[src/rtl/dmd_pkg.sv]
// Shared constants and loader state encoding for the DMD frame buffer.
// The screen generator reads port B using these same values.
package dmd_pkg;

    localparam int unsigned DMD_COLS       = 128;
    localparam int unsigned DMD_ROWS       = 16;
    localparam int unsigned FB_ADDR_W      = 13;
    localparam int unsigned FB_ADDR_STRIDE = 4;
    localparam int unsigned FB_PIX_W       = 4;
    localparam logic [7:0]  FB_SYNC_BYTE   = 8'hA5;

    typedef enum logic [1:0] {
        IDLE = 2'd0,
        HI   = 2'd1,
        LO   = 2'd2
    } ldr_state_e;

endpackage

[src/rtl/dmd_pix_addr_gen.sv]
// Pixel index counter (clear / advance-by-two) and the strided BRAM
// addresses for the current even pixel and its odd neighbour.
module dmd_pix_addr_gen #(
    parameter int unsigned NPIX        = 2048,
    parameter int unsigned ADDR_W      = 13,
    parameter int unsigned ADDR_STRIDE = 4
) (
    input  logic              clk,
    input  logic              rst,
    input  logic              clr,
    input  logic              adv,
    output logic [ADDR_W-1:0] addr_even_c,
    output logic [ADDR_W-1:0] addr_odd_c,
    output logic              last_pair_c
);

    localparam int unsigned CNT_W = (NPIX > 2) ? $clog2(NPIX) : 1;

    logic [CNT_W-1:0] pix_q;
    logic [CNT_W-1:0] pix_d;

    always_comb begin
        pix_d = pix_q;
        if (clr) begin
            pix_d = '0;
        end else if (adv) begin
            pix_d = pix_q + CNT_W'(2);
        end
    end

    always_ff @(posedge clk or posedge rst) begin
        if (rst) begin
            pix_q <= '0;
        end else begin
            pix_q <= pix_d;
        end
    end

    // Truncation to ADDR_W is the intended silent wrap.
    assign addr_even_c = ADDR_W'(32'(pix_q) * ADDR_STRIDE);
    assign addr_odd_c  = ADDR_W'((32'(pix_q) + 32'd1) * ADDR_STRIDE);
    assign last_pair_c = (32'(pix_q) == (NPIX - 32'd2));

endmodule

[src/rtl/dmd_frame_loader.sv]
// Host byte stream to frame BRAM port A: waits for sync, then unpacks
// two 4-bit pixels per byte into consecutive strided writes.
module dmd_frame_loader
    import dmd_pkg::*;
#(
    parameter int unsigned COLS        = DMD_COLS,
    parameter int unsigned ROWS        = DMD_ROWS,
    parameter int unsigned ADDR_W      = FB_ADDR_W,
    parameter int unsigned ADDR_STRIDE = FB_ADDR_STRIDE,
    parameter logic [7:0]  SYNC_BYTE   = FB_SYNC_BYTE
) (
    input  logic                clk,
    input  logic                rst,
    input  logic [7:0]          s_data,
    input  logic                s_valid,
    output logic                s_ready,
    output logic                wea,
    output logic [ADDR_W-1:0]   addra,
    output logic [FB_PIX_W-1:0] dina,
    output logic                busy,
    output logic                frame_done
);

    localparam int unsigned NPIX = COLS * ROWS;

    ldr_state_e          state_q, state_d;
    logic                s_ready_q, s_ready_d;
    logic                wea_q, wea_d;
    logic [ADDR_W-1:0]   addra_q, addra_d;
    logic [FB_PIX_W-1:0] dina_q, dina_d;
    logic [FB_PIX_W-1:0] nib_q, nib_d;
    logic                done_q, done_d;

    logic                xfer_c;
    logic                pix_clr_c;
    logic                pix_adv_c;
    logic [ADDR_W-1:0]   addr_even_c;
    logic [ADDR_W-1:0]   addr_odd_c;
    logic                last_pair_c;

    dmd_pix_addr_gen #(
        .NPIX        (NPIX),
        .ADDR_W      (ADDR_W),
        .ADDR_STRIDE (ADDR_STRIDE)
    ) u_addr_gen (
        .clk         (clk),
        .rst         (rst),
        .clr         (pix_clr_c),
        .adv         (pix_adv_c),
        .addr_even_c (addr_even_c),
        .addr_odd_c  (addr_odd_c),
        .last_pair_c (last_pair_c)
    );

    assign xfer_c = s_valid && s_ready_q;

    always_comb begin
        state_d   = state_q;
        wea_d     = 1'b0;
        addra_d   = addra_q;
        dina_d    = dina_q;
        nib_d     = nib_q;
        done_d    = 1'b0;
        pix_clr_c = 1'b0;
        pix_adv_c = 1'b0;

        case (state_q)
            IDLE: begin
                if (xfer_c && (s_data == SYNC_BYTE)) begin
                    pix_clr_c = 1'b1;
                    state_d   = HI;
                end
            end
            HI: begin
                if (xfer_c) begin
                    nib_d   = s_data[3:0];
                    wea_d   = 1'b1;
                    dina_d  = s_data[7:4];
                    addra_d = addr_even_c;
                    state_d = LO;
                end
            end
            LO: begin
                wea_d     = 1'b1;
                dina_d    = nib_q;
                addra_d   = addr_odd_c;
                pix_adv_c = 1'b1;
                if (last_pair_c) begin
                    done_d  = 1'b1;
                    state_d = IDLE;
                end else begin
                    state_d = HI;
                end
            end
            default: begin
                state_d = IDLE;
            end
        endcase

        // Ready is withheld only while the latched odd nibble drains.
        s_ready_d = (state_d != LO);
    end

    always_ff @(posedge clk or posedge rst) begin
        if (rst) begin
            state_q   <= IDLE;
            s_ready_q <= 1'b0;
            wea_q     <= 1'b0;
            addra_q   <= '0;
            dina_q    <= '0;
            nib_q     <= '0;
            done_q    <= 1'b0;
        end else begin
            state_q   <= state_d;
            s_ready_q <= s_ready_d;
            wea_q     <= wea_d;
            addra_q   <= addra_d;
            dina_q    <= dina_d;
            nib_q     <= nib_d;
            done_q    <= done_d;
        end
    end

    assign s_ready    = s_ready_q;
    assign wea        = wea_q;
    assign addra      = addra_q;
    assign dina       = dina_q;
    assign frame_done = done_q;
    // The final write lands while the state is already IDLE, so it is folded in.
    assign busy       = (state_q != IDLE) || done_q;

endmodule

[config.mk]
export PLATFORM = sky130hd
export DESIGN_NAME = dmd_frame_loader
export DESIGN_NICKNAME = d
export VERILOG_FILES = /design/src/rtl/dmd_pkg.sv /design/src/rtl/dmd_pix_addr_gen.sv /design/src/rtl/dmd_frame_loader.sv
export SDC_FILE = /design/constraint.sdc
export NUM_CORES = 1
export LEC_CHECK = 0
export BUFFER_PORTS_ARGS = -buffer_cell sky130_fd_sc_hd__buf_2
export CAP_MARGIN = 10
export CORE_MARGIN = 1.5
export CORE_UTILIZATION = 53
export DETAILED_ROUTE_END_ITERATION = 16
export GPL_TIMING_DRIVEN = 0
export PLACE_DENSITY_LB_ADDON = 0.3
export SETUP_SLACK_MARGIN = 0.05
export SLEW_MARGIN = 25
export SYNTH_ARGS = -nofsm -noshare
export SYNTH_HDL_FRONTEND = slang
export SYNTH_SLANG_ARGS = --single-unit
[constraint.sdc]
create_clock -name clk -period 2.4 [get_ports clk]
set_input_delay 0.12 -clock clk [delete_from_list [all_inputs] [get_ports clk]]
set_output_delay 0.12 -clock clk [all_outputs]
set_load 0.1 [all_outputs]
==> flow_metrics.env <==
export IMPL_die_h_um=57.2
export IMPL_groute_usage_overall=0.202
export IMPL_place_gp_congestion=0.776
export IMPL_nNetsFinal=187
export IMPL_setup_viol=0
export IMPL_vias=1097
export IMPL_postCtsSetupBuffers=0
export IMPL_io_buffers=29
export IMPL_synth_cell_area_um2=1560
export IMPL_initial_core_util=0.560
export IMPL_antenna_found_initial=0
export IMPL_layout_min_cycle_time_ps=2070
export IMPL_crit_arrival_ps=2290
export IMPL_path_max_fanout=10
export IMPL_post_synth_num_cell_types=31
export IMPL_ctsHtreeMaxLevel=2
export IMPL_worstMarginPinSlew_ps=679
export IMPL_synth_seq_area_share=0.546
export IMPL_fillerInstances=216
export IMPL_ys_seq_elements=34
export IMPL_r2r_cells=7
export IMPL_final_common_cell="dfrtp_1"
export IMPL_relSlewSlack=0.547
export IMPL_clkTransAtPathRegs_ps=100
export IMPL_io_pins=32
export IMPL_drive_above_1_share=0.366
export IMPL_synth_area_per_cell_um2=11.7
export IMPL_viasPerCell=5.40
export IMPL_die_x_um=57.2
export IMPL_wl_per_cell_um=14.3
export IMPL_antenna_cells=0
export IMPL_final_hold_viol_count=0
export IMPL_core_area_um2=2780
export IMPL_critPathKind="reg2reg"
export IMPL_grt_pass1_wl_um=4890
export IMPL_clk_path_buf_depth=2
export IMPL_rows=19
export IMPL_cts_tree="built"
export IMPL_final_max_slew_viol_count=0
export IMPL_postRouteWirelength_um=2910
export IMPL_clk_latency_ps=340
export IMPL_grt_setup_unrepaired="no"
export IMPL_place_hpwl_um=2180
export IMPL_cp_end_kind="flop"
export IMPL_fin_crit_sh=0.861
export IMPL_endpoint="addra[3]"
export IMPL_timing_setup_tns_ps=0
export IMPL_cp_startpoint="state_q[1]"
export IMPL_ant_nets=0
export IMPL_r2r_end="addra[3]"
export IMPL_ys_warnings_count=0
export IMPL_overflow=0
export IMPL_cts_sink_count=34
export IMPL_ff2ff_setup_slack_ps=330
export IMPL_first_global_vias=1126
export IMPL_final_cell_mix="dfrtp_1, buf_2, mux2_2, nor2_1, a21oi_1"
export IMPL_netlist_instances=133
export IMPL_rr_startpoint="state_q[1]"
export IMPL_grt_max_degree=35
export IMPL_cp_start_kind="flop"
export IMPL_drt_first_pass_iters=4
export IMPL_maxCapViolCount=0
export IMPL_area_delta_synth_final_pct=17.8
export IMPL_fmax_mhz=484
export IMPL_cts_root_buf="clkbuf_4"
export IMPL_drtIter0Drc=32
export IMPL_outcome="finished, final reports clean"
export IMPL_required_ps=2620
export IMPL_cts_buffers=5
export IMPL_dieArea_um2=3270
export IMPL_skew_ps=11.4
export IMPL_remaining_drc_errors=0
export IMPL_min_path_type="in2reg"
export IMPL_post_route_util=0.659
[worst max-delay path, cell delays in order, from the launching register on]
cell and delay (ps):
dfrtp_1 430, inv_1 120, ha_1 150, buf_4 140, nand3_2 200, o21ai_2 260, buf_2 300, mux2_2 350
[kinds of logic after synthesis]
family          after synthesis  synth area share
simple gates                 38             0.136
flops                        34             0.546
mux                          19             0.133
compound gates               17            0.0675
buf+inv                      13            0.0410
xor+xnor                      6            0.0337
fa+ha+maj                     5            0.0402
other cells                   1           0.00241
[per-layer routing]
metal	up-vias	global-route usage	wire length, um
met5	-	0	0
met4	0	0.0698	43
met3	5	0.0680	121
met2	19	0.346	1470
met1	536	0.237	1280
li1	537	-	-
[synthesized netlist by cell type]
cell,count,area [um^2]
a221o_1,1,10.0
nand2b_1,2,12.5
nand4_1,2,12.5
nand3_1,5,25.0
a21o_2,1,8.76
nor2b_1,1,6.26
xnor2_1,3,26.3
a21oi_1,8,40.0
a21boi_0,1,7.51
inv_1,7,26.3
nor3_1,3,15.0
nor2_1,12,45.0
nor4b_1,3,26.3
or3_1,3,18.8
buf_2,3,15.0
nand2_1,3,11.3
buf_4,3,22.5
nand4_2,1,12.5
or3_2,1,7.51
mux2i_1,5,50.1
a31oi_1,1,6.26
a2111oi_0,1,8.76
ha_1,5,62.6
nand4b_1,1,8.76
o21ai_2,1,8.76
dfrtp_1,34,851
conb_1,1,3.75
o21ai_0,3,15.0
xor2_1,3,26.3
nand3_2,1,10.0
mux2_2,14,158
[stage by stage]
| stage | hold slack [ps] | worst slack (ps) | area, um^2 | std cells |
|---|---|---|---|---|
| floorplan | 262 | 213 | 1560 | 134 |
| global placement | 365 | 424 | 1750 | 194 |
| detailed placement | 262 | 363 | 1750 | 194 |
| CTS | 16.5 | 337 | 1830 | 203 |
| global route | 12.4 | 179 | 1830 | 203 |
| finish | 25.5 | 335 | 1830 | 203 |
[worst min path at each step]
| stage | from | to | slack [ps] | cells after the start |
|---|---|---|---|---|
| 3_5_place_dp | rst | addra[12] | 260 | 2 |
| 2_1_floorplan | rst | addra[10] | 260 | 1 |
| 3_3_place_gp | s_data[0] | nib_q[0] | 370 | 2 |
| 6_report | s_data[0] | nib_q[0] | 30 | 2 |
| 4_1_cts | s_data[0] | nib_q[0] | 20 | 2 |
| 5_1_grt | s_data[3] | nib_q[3] | 10 | 2 |
[repair_timing]
item / in CTS / in global routing
hold endpoints to repair: 34 / 0
gates resized for setup: 0 / 0
hold buffers: 1 / 0
[flip-flops by register name, summed over array words and instances, names as in the netlist]
name and flops:
wea 1, frame_done 1, s_ready 1, state_q 2, nib_q 4, dina 4
u_addr_gen.pix_q 10, addra 11
[layout make-up]
type                       instances  area, um^2  share of cell area
tap                               31        38.8              0.0211
inverter                           7        26.3              0.0143
multi-input combinational         87         647               0.353
buffer                             6        37.5              0.0205
timing repair buffer              30         155              0.0846
sequential                        34         851               0.464
clock buffer                       8        78.8              0.0430
Power is not shown: default switching activity piles up to over one toggle a cycle in this logic, so the estimate is an artifact.
